===== config.mk =====
export PLATFORM = sky130hd
export DESIGN_NAME = axi_rd_arbiter
export DESIGN_NICKNAME = d
export VERILOG_FILES = /design/src/rtl/axi_rd_pkg.sv /design/src/rtl/axi_rd_arbiter_rr_picker.sv /design/src/rtl/axi_rd_arbiter.sv
export SDC_FILE = /design/constraint.sdc
export NUM_CORES = 1
export LEC_CHECK = 0
export CORE_AREA = 2 2 141 143
export DETAILED_ROUTE_END_ITERATION = 8
export DIE_AREA = 0 0 143 145
export DONT_BUFFER_PORTS = 1
export GPL_ROUTABILITY_DRIVEN = 0
export SLEW_MARGIN = 30
export SYNTH_ARGS = -nofsm -noshare
export SYNTH_HDL_FRONTEND = slang
export SYNTH_SLANG_ARGS = --single-unit

===== constraint.sdc =====
create_clock -name ACLK -period 2.8 [get_ports ACLK]
set_input_delay 0 -clock ACLK [delete_from_list [all_inputs] [get_ports ACLK]]
set_output_delay 0 -clock ACLK [all_outputs]
set_load 0.02 [all_outputs]

===== src/rtl/axi_rd_pkg.sv =====
// Shared types and constants for the AXI4 read-port arbiter.
// Holds the controller state encoding, AXI burst/response codes and the ARSIZE helper.
package axi_rd_pkg;

    localparam logic [1:0] AXI_BURST_INCR = 2'b01;

    localparam logic [1:0] RRESP_OKAY   = 2'b00;
    localparam logic [1:0] RRESP_SLVERR = 2'b10;
    localparam logic [1:0] RRESP_DECERR = 2'b11;

    typedef enum logic [1:0] {
        IDLE = 2'd0,
        ADDR = 2'd1,
        DATA = 2'd2
    } state_t;

    // ARSIZE encodes bytes-per-beat as a power of two: 64-bit data -> 3.
    function automatic logic [2:0] arsize_of(input int data_w);
        logic [2:0] size;
        size = 3'd0;
        for (int i = 0; i < 8; i++) begin
            if ((8 << i) == data_w) size = 3'(i);
        end
        return size;
    endfunction

endpackage


===== src/rtl/axi_rd_arbiter_rr_picker.sv =====
// Combinational round-robin selector: first set request strictly after i_last,
// wrapping modulo NUM_REQ, returned both one-hot and as an index.
module rr_picker #(
    parameter int NUM_REQ = 4,
    parameter int IDX_W   = (NUM_REQ > 1) ? $clog2(NUM_REQ) : 1
) (
    input  logic [NUM_REQ-1:0] i_req,
    input  logic [IDX_W-1:0]   i_last,
    output logic [NUM_REQ-1:0] o_grant,
    output logic [IDX_W-1:0]   o_idx,
    output logic               o_any
);

    logic [IDX_W-1:0] w_pos;

    always_comb begin
        o_grant = '0;
        o_idx   = '0;
        o_any   = 1'b0;
        w_pos   = '0;
        for (int k = 1; k <= NUM_REQ; k++) begin
            w_pos = IDX_W'((int'(i_last) + k) % NUM_REQ);
            if (!o_any && i_req[w_pos]) begin
                o_any          = 1'b1;
                o_idx          = w_pos;
                o_grant[w_pos] = 1'b1;
            end
        end
    end

endmodule


===== src/rtl/axi_rd_arbiter.sv =====
// Round-robin arbiter sharing one AXI4 read master among NUM_REQ requesters,
// one outstanding burst at a time, with R beats steered back to the granted requester.
module axi_rd_arbiter
    import axi_rd_pkg::*;
#(
    parameter int NUM_REQ = 4,
    parameter int ADDR_W  = 32,
    parameter int DATA_W  = 64
) (
    input  logic                    ACLK,
    input  logic                    ARESETN,
    input  logic [NUM_REQ-1:0]      req_valid,
    output logic [NUM_REQ-1:0]      req_ready,
    input  logic [NUM_REQ*ADDR_W-1:0] req_addr,
    input  logic [NUM_REQ*8-1:0]    req_len,
    output logic [DATA_W-1:0]       rsp_data,
    output logic                    rsp_last,
    output logic [NUM_REQ-1:0]      rsp_valid,
    input  logic [NUM_REQ-1:0]      rsp_ready,
    output logic [ADDR_W-1:0]       M_AXI_ARADDR,
    output logic [7:0]              M_AXI_ARLEN,
    output logic [2:0]              M_AXI_ARSIZE,
    output logic [1:0]              M_AXI_ARBURST,
    output logic                    M_AXI_ARID,
    output logic                    M_AXI_ARVALID,
    input  logic                    M_AXI_ARREADY,
    input  logic [DATA_W-1:0]       M_AXI_RDATA,
    input  logic [1:0]              M_AXI_RRESP,
    input  logic                    M_AXI_RLAST,
    input  logic                    M_AXI_RVALID,
    output logic                    M_AXI_RREADY,
    output logic                    busy_out,
    output logic                    err_out
);

    localparam int         IDX_W   = (NUM_REQ > 1) ? $clog2(NUM_REQ) : 1;
    localparam logic [2:0] ARSIZE_C = arsize_of(DATA_W);

    state_t           r_state;
    state_t           w_next;
    logic [IDX_W-1:0] r_grant;
    logic [IDX_W-1:0] r_last_grant;
    logic [ADDR_W-1:0] r_addr;
    logic [7:0]       r_len;
    logic [8:0]       r_cnt;
    logic             r_err;

    logic [NUM_REQ-1:0] w_pick;
    logic [IDX_W-1:0]   w_pick_idx;
    logic               w_pick_any;
    logic               w_accept;
    logic               w_r_hs;
    logic               w_err_now;

    rr_picker #(
        .NUM_REQ (NUM_REQ),
        .IDX_W   (IDX_W)
    ) u_picker (
        .i_req   (req_valid),
        .i_last  (r_last_grant),
        .o_grant (w_pick),
        .o_idx   (w_pick_idx),
        .o_any   (w_pick_any)
    );

    assign M_AXI_ARADDR  = r_addr;
    assign M_AXI_ARLEN   = r_len;
    assign M_AXI_ARSIZE  = ARSIZE_C;
    assign M_AXI_ARBURST = AXI_BURST_INCR;
    assign M_AXI_ARID    = 1'b0;
    assign rsp_data      = M_AXI_RDATA;
    assign rsp_last      = M_AXI_RLAST;
    assign busy_out      = (r_state != IDLE);
    assign err_out       = r_err;

    // Handshake-facing outputs are gated by ARESETN so nothing is offered while reset is held.
    always_comb begin
        w_next        = r_state;
        req_ready     = '0;
        rsp_valid     = '0;
        M_AXI_ARVALID = 1'b0;
        M_AXI_RREADY  = 1'b0;
        w_accept      = 1'b0;
        w_r_hs        = 1'b0;
        w_err_now     = 1'b0;
        case (r_state)
            IDLE: begin
                if (ARESETN && w_pick_any) begin
                    req_ready = w_pick;
                    w_accept  = 1'b1;
                    w_next    = ADDR;
                end
            end
            ADDR: begin
                M_AXI_ARVALID = ARESETN;
                if (M_AXI_ARREADY) w_next = DATA;
            end
            DATA: begin
                if (ARESETN) begin
                    M_AXI_RREADY       = rsp_ready[r_grant];
                    rsp_valid[r_grant] = M_AXI_RVALID;
                end
                w_r_hs = M_AXI_RVALID && M_AXI_RREADY;
                // r_cnt is the index of the current beat; the final one must equal ARLEN.
                if (w_r_hs) begin
                    w_err_now = (M_AXI_RRESP != RRESP_OKAY) ||
                                ( M_AXI_RLAST && (r_cnt != {1'b0, r_len})) ||
                                (!M_AXI_RLAST && (r_cnt >= {1'b0, r_len}));
                    if (M_AXI_RLAST) w_next = IDLE;
                end
            end
            default: w_next = IDLE;
        endcase
    end

    always_ff @(posedge ACLK) begin
        if (!ARESETN) begin
            r_state      <= IDLE;
            r_grant      <= '0;
            r_last_grant <= IDX_W'(NUM_REQ - 1);
            r_cnt        <= '0;
            r_err        <= 1'b0;
        end else begin
            r_state <= w_next;
            if (w_accept) begin
                r_grant      <= w_pick_idx;
                r_last_grant <= w_pick_idx;
                r_cnt        <= '0;
            end else if (w_r_hs) begin
                r_cnt <= r_cnt + 9'd1;
            end
            if (w_err_now) r_err <= 1'b1;
        end
    end

    always_ff @(posedge ACLK) begin
        if (w_accept) begin
            r_addr <= req_addr[int'(w_pick_idx)*ADDR_W +: ADDR_W];
            r_len  <= req_len[int'(w_pick_idx)*8 +: 8];
        end
    end

endmodule


After elaboration in Yosys (flattened, before gate mapping)
Cells that the tools add are included.

word-level totals
  logic and storage cells = 110
  register bits after elaboration = 56
  output and inout bits = 123
  input bits = 239

operators by class
  muxes and demuxes = 50
  add/subtract/negate cells = 5
  equal/unequal tests = 7
  magnitude comparators = 11
  bitwise gates (word level) = 5
  shift operators = 2
  reductions and logical operators = 23

operators with widths
  cell                                                        count
  indexed part select 128 x 8 -> 32 bit                       1
  two-way mux 4 bit                                           8
  indexed part select 32 x 6 -> 8 bit                         1
  two-way mux 1 bit                                           23
  two-way mux 2 bit                                           8
  less-than comparator 2 x 3 -> 1 bit, second input constant  5
  logical AND 1 bit                                           12
  bitwise OR 4 bit                                            3
  binary-select mux 1 bit (select 2 bit)                      5
  demux 1 bit (select 2 bit)                                  5
  >= comparator 2 x 1 -> 1 bit, second input constant         5
  adder 9 x 1 -> 9 bit, second input constant                 1
  >= comparator 9 x 8 -> 1 bit                                1
  != test 9 x 8 -> 1 bit                                      1
  != test 2 bit, second input constant                        4
  one-hot mux 2 bit (3 select lines)                          1
  adder 2 x 1 -> 2 bit, second input constant                 2
  adder 2 bit, second input constant                          2
  bitwise AND 4 bit                                           1
  logical NOT 1 bit                                           4
  AND reduction 4 bit                                         1
  nonzero test 2 bit                                          2
  equality test 2 x 1 -> 1 bit, second input constant         1
  equality test 2 bit, second input constant                  1
  4 further kinds                                             5

Longest topological paths before layout
  depth in word-level cells = 17
  depth in mapped cells = 11

Hierarchy
From an unflattened synthesis, not the netlist that was laid out.

unflattened totals
  cells, all modules = 365
  area, all modules = 4301.6 µm²

modules (own cells, without submodules)
  module          area each (µm²)  cells an instance  sequential area each (µm²)  instances
  axi_rd_arbiter  3672.3           279                1521.5                      1
  rr_picker       629.4            86                 0.0                         1

Worst setup path before layout
OpenSTA, ideal clock, no wires.

  kind = register to register
  from = register r_last_grant[1]
  to = register r_addr[0], in the netlist M_AXI_ARADDR[0], enable pin
  data arrival time = 2.622 ns
  setup time = 0.442 ns
  slack = -0.263 ns
  required time = 2.358 ns
  clock period less this slack = 3.063 ns
  stages on the path, launching flop included = 8
  cell sequence = dfxtp_1 -> clkbuf_1 -> inv_1 -> ha_1 -> mux4_2 -> or2_4 -> o311ai_4 -> inv_1

on the way
  word-level cells in the longest chain between the ends = 16

RTL lines
  element                                  line                            RTL
  start: declaration                       axi_rd_arbiter.sv:42            logic [IDX_W-1:0] r_last_grant;
  start signal: assignment                 axi_rd_arbiter.sv:120           r_last_grant <= IDX_W'(NUM_REQ - 1);
  start signal: assignment                 axi_rd_arbiter.sv:127           r_last_grant <= w_pick_idx;
  adder 2 x 1 -> 2 bit                     axi_rd_arbiter_rr_picker.sv:22  w_pos = IDX_W'((int'(i_last) + k) % NUM_REQ);
  binary-select mux 1 bit (select 2 bit)   axi_rd_arbiter_rr_picker.sv:23  if (!o_any && i_req[w_pos]) begin
  two-way mux 1 bit (implied by the code)  axi_rd_arbiter_rr_picker.sv:23
  two-way mux 1 bit                        axi_rd_arbiter_rr_picker.sv:23
  logical NOT 1 bit                        axi_rd_arbiter_rr_picker.sv:23
  logical AND 1 bit                        axi_rd_arbiter_rr_picker.sv:23
  two-way mux 1 bit                        axi_rd_arbiter_rr_picker.sv:23
  logical NOT 1 bit                        axi_rd_arbiter_rr_picker.sv:23
  logical AND 1 bit                        axi_rd_arbiter_rr_picker.sv:23
  two-way mux 1 bit                        axi_rd_arbiter_rr_picker.sv:23
  logical NOT 1 bit                        axi_rd_arbiter_rr_picker.sv:23
  logical AND 1 bit                        axi_rd_arbiter_rr_picker.sv:23
  two-way mux 1 bit (*)                    axi_rd_arbiter_rr_picker.sv:23
  logical AND 1 bit (*)                    axi_rd_arbiter.sv:88            if (ARESETN && w_pick_any) begin
  two-way mux 1 bit (*)                    axi_rd_arbiter.sv:88
  two-way mux 1 bit (*)                    axi_rd_arbiter.sv:86            case (r_state)
  net w_accept                             axi_rd_arbiter.sv:51            logic w_accept;
  end signal: assignment                   axi_rd_arbiter.sv:138           r_addr <= req_addr[int'(w_pick_idx)*ADDR_W +: ADDR_W];
  end: declaration                         axi_rd_arbiter.sv:43            logic [ADDR_W-1:0] r_addr;

Mark *: on every way through the listed nets, which the timed path passes. The rest lies on a longest branch. The select of a mux whose other input is x is not followed.
A chain may end at the register's enable or synchronous reset.

Final worst setup path
  from = register r_last_grant[0]
  to = register r_addr[22], in the netlist M_AXI_ARADDR[22], data pin

on the way
  word-level cells in the longest chain between the ends = 14

RTL lines
  element                                    line
  adder 2 x 1 -> 2 bit                       axi_rd_arbiter_rr_picker.sv:22
  binary-select mux 1 bit (select 2 bit)     axi_rd_arbiter_rr_picker.sv:23
  two-way mux 1 bit (implied by the code)    axi_rd_arbiter_rr_picker.sv:23
  two-way mux 1 bit                          axi_rd_arbiter_rr_picker.sv:23
  logical NOT 1 bit                          axi_rd_arbiter_rr_picker.sv:23
  logical AND 1 bit                          axi_rd_arbiter_rr_picker.sv:23
  two-way mux 1 bit                          axi_rd_arbiter_rr_picker.sv:23
  logical NOT 1 bit                          axi_rd_arbiter_rr_picker.sv:23
  logical AND 1 bit                          axi_rd_arbiter_rr_picker.sv:23
  two-way mux 1 bit                          axi_rd_arbiter_rr_picker.sv:23
  logical NOT 1 bit                          axi_rd_arbiter_rr_picker.sv:23
  logical AND 1 bit                          axi_rd_arbiter_rr_picker.sv:23
  two-way mux 2 bit (*)                      axi_rd_arbiter_rr_picker.sv:23
  indexed part select 128 x 8 -> 32 bit (*)  axi_rd_arbiter.sv:138

Every way passes the cells marked *; elsewhere a longest branch is shown, timed or not. The select of a mux whose other input is x is not followed.

==> flow_summary.yaml <==
worst_setup_path:
  cp.arrival_ps: 2920
  cp_data_required_time_ps: 2850
  crit_top_cell: "mux2i_2"
  crit_cells: 10
  critPathLaunchType: "register"
  r2r_end: "M_AXI_ARADDR[22]"
  worstPathCellList: "clkinvlp_4, ha_4, mux4_2, nor2b_4, o221ai_4, mux2_4, buf_4, buf_12, mux2i_2, mux2i_2"
  slowest_stage: "mux4_2"
  cp-endpoint: "M_AXI_ARADDR[22]"
  endpoint_kind: "register"
  worst-path-buf-inv: 3
  r2r_slack_ps: -60
  critPathMaxStageDelay_ps: 560
  crit_start: "r_last_grant[0]"
  critPathKind: "reg -> reg"
  crit_family: "multiplexers"
  reg2reg_from: "r_last_grant[0]"
  r2r_cells: 10
  critPathMaxFanout: 10
timing:
  fin_ws_ps: -64.6
  max_freq_mhz: 349
  maxSlewHeadroom: 0.540
  maxSlewViolCount: 0
  skew_ps: 6.33
  fin_crit_ps: 2860
  hold_violations: 0
  fin_crit_sh: 1.02
  final-setup-viol-count: 21
  tightest_slew_ps: 689
  rsz0062_at_grt: "yes"
cts:
  numClockSinks: 56
  cts_made_buffers: 5
  cts_buffer_depth: 2
  path_clk_slew_ps: 80
  cts_root_buffer: "clkbuf_16"
  cts_tree: "built"
  htree_num_levels: 2
  insertion_delay_ps: 310
floorplan:
  die_h_um: 145
  ioPinCount: 362
  row_count: 51
  start_util: 0.238
  die_area_um2: 20700
  fp.dieW_um: 143
  core_um2: 19200
route:
  viasPerCell: 4.61
  drc: 0
  wl_per_cell_um: 21.3
  dr.pass1.iters: 4
  wirelength_um: 16200
  ant_nets: 0
  drtIter0Drc: 135
  vias: 3511
cells_and_area:
  multi_input_area_um2: 2370
  final_core_util: 0.318
  synthToLayoutAreaGrowth_pct: 33.4
  drive_gt1_frac: 0.165
  diodes: 0
  final_common_cell: "dlygate4sd3_1"
  seqCellArea_um2: 1520
  n_fill_cell: 1923
  layout_common_cells: "dlygate4sd3_1, mux2i_1, edfxtp_1"
  num-nets-final: 751
place:
  dpl_worst_slack_ps: -164
  port_buffers: 0
  hpwl_um: 11400
synth:
  synth-edff-count: 40
  seq_area_frac_synth: 0.333
  async_flop_share: 0
  ys_ff_latch: 56
  synth_area_per_cell_um2: 11.0
  dominantRegCellSynth: "edfxtp_1"
  ys_types: 50
  postSynthCellCount: 415
  synth_warnings: 0
  synthesis.area_um2: 4570
grt:
  gr-total-overflow: 0
  grtUsageTotal: 0.150
  grt_pass1_vias: 3823
  grt_pass1_wl_um: 23300
  grt_antenna_before_repair: 0
  grt_max_degree: 42
power:
  power_density_nw_per_um2: 1320
  ir_drop_uv: 752
  leakage_uw: 0.00256
hold_path:
  min_path_type: "in -> out"
  holdPathStages: 0
flow_run:
  cap_violations: 0
status:
  run_status: "finished with violations"
  violations: "setup timing"
-- where the power goes --
part	total (uW)	internal (uW)	switching (uW)
combinational	5300	2810	2490
clock	679	337	342
sequential	2100	1490	609
total	8070	4630	3440
-- stage by stage --
stage / total power (uW) / hold slack (ps) / area [um^2] / instances / setup TNS (ps)
detailed placement: 6130 / 0.137 / 4390 / 614 / -1810
CTS: 7690 / 0.137 / 5950 / 754 / 0
finish: 8070 / 0.00667 / 6100 / 761 / -396
global placement: 5970 / 0.137 / 4390 / 614 / -96.7
global route: 8530 / 0.0521 / 6100 / 761 / -3600
floorplan: 5600 / 100 / 4610 / 419 / -13370
-- repair_timing --
| item | 4_1_cts | 5_1_grt |
|---|---|---|
| endpoints found under the setup margin | 37 | 44 |
| endpoints found under the hold margin | 45 | 1 |
| resized for setup | 16 | 24 |
| hold buffers | 118 | 1 |
| pin swaps | 1 | 0 |
| buffers inserted | 11 | 6 |
| gates cloned | 3 | 1 |
-- synthesized netlist by cell type (3+ instances only) --
| library cell | count | area share |
|---|---|---|
| a21o_1 | 4 | 0.0066 |
| a21oi_1 | 5 | 0.0055 |
| a221oi_1 | 4 | 0.0077 |
| a22oi_1 | 4 | 0.0066 |
| buf_12 | 4 | 0.018 |
| buf_4 | 76 | 0.12 |
| buf_8 | 5 | 0.016 |
| clkbuf_1 | 3 | 0.0025 |
| dfxtp_1 | 16 | 0.070 |
| edfxtp_1 | 40 | 0.26 |
| ha_1 | 17 | 0.046 |
| inv_1 | 14 | 0.011 |
| mux2i_1 | 122 | 0.27 |
| mux4_2 | 5 | 0.025 |
| nand2_1 | 11 | 0.0090 |
| nand4_1 | 4 | 0.0055 |
| nor2_1 | 21 | 0.017 |
| nor2b_1 | 3 | 0.0041 |
| nor3_1 | 3 | 0.0033 |
| o21ai_0 | 8 | 0.0088 |
| o31ai_1 | 3 | 0.0049 |
| xnor2_1 | 4 | 0.0077 |
| xor2_1 | 3 | 0.0057 |
-- flip-flops by register name, summed over array words and instances, names as in the netlist --
| name | cells |
|---|---|
| M_AXI_ARLEN | 8 |
| M_AXI_ARADDR | 32 |
| r_cnt | 9 |
| r_grant | 2 |
| err_out | 1 |
| r_state | 2 |
| r_last_grant | 2 |
-- metal layers --
layer / wire length (um) / GRT usage / up-vias
li1: - / - / 1600
met1: 5990 / 0.162 / 1684
met2: 8620 / 0.278 / 203
met3: 1220 / 0.0439 / 24
met4: 346 / 0.0485 / 0
met5: 0 / 0 / -
-- how the worst min path moves through the flow --
stage                     from            to  slack, ps
2_1_floorplan    M_AXI_ARREADY    r_state[0]        100
3_3_place_gp   M_AXI_RDATA[35]  rsp_data[35]        0.1
3_5_place_dp   M_AXI_RDATA[35]  rsp_data[35]        0.1
4_1_cts        M_AXI_RDATA[35]  rsp_data[35]        0.1
5_1_grt        M_AXI_RDATA[48]  rsp_data[48]       0.05
6_report       M_AXI_RDATA[10]  rsp_data[10]      0.007
-- final cells by class --
type | count | share of cell area
multi-input cells | 259 | 0.388
inverters | 14 | 0.00984
flip-flops and latches | 56 | 0.250
well taps | 265 | 0.0543
clock buffers | 5 | 0.0205
clock inverters | 3 | 0.00349
repair buffers | 159 | 0.274
-- cells by family after synthesis --
family                     Yosys count  share of synthesized area
muxes                              129                      0.297
other                                2                    0.00164
DFF                                 56                      0.333
buffers and inverters              105                      0.177
AOI/OAI and AO/OA                   39                     0.0635
adders and majority gates           17                     0.0465
and+or+nand+nor                     60                     0.0678
xor gates and xnor gates             7                     0.0134
No activity file was read; power rests on OpenSTA's default activity.
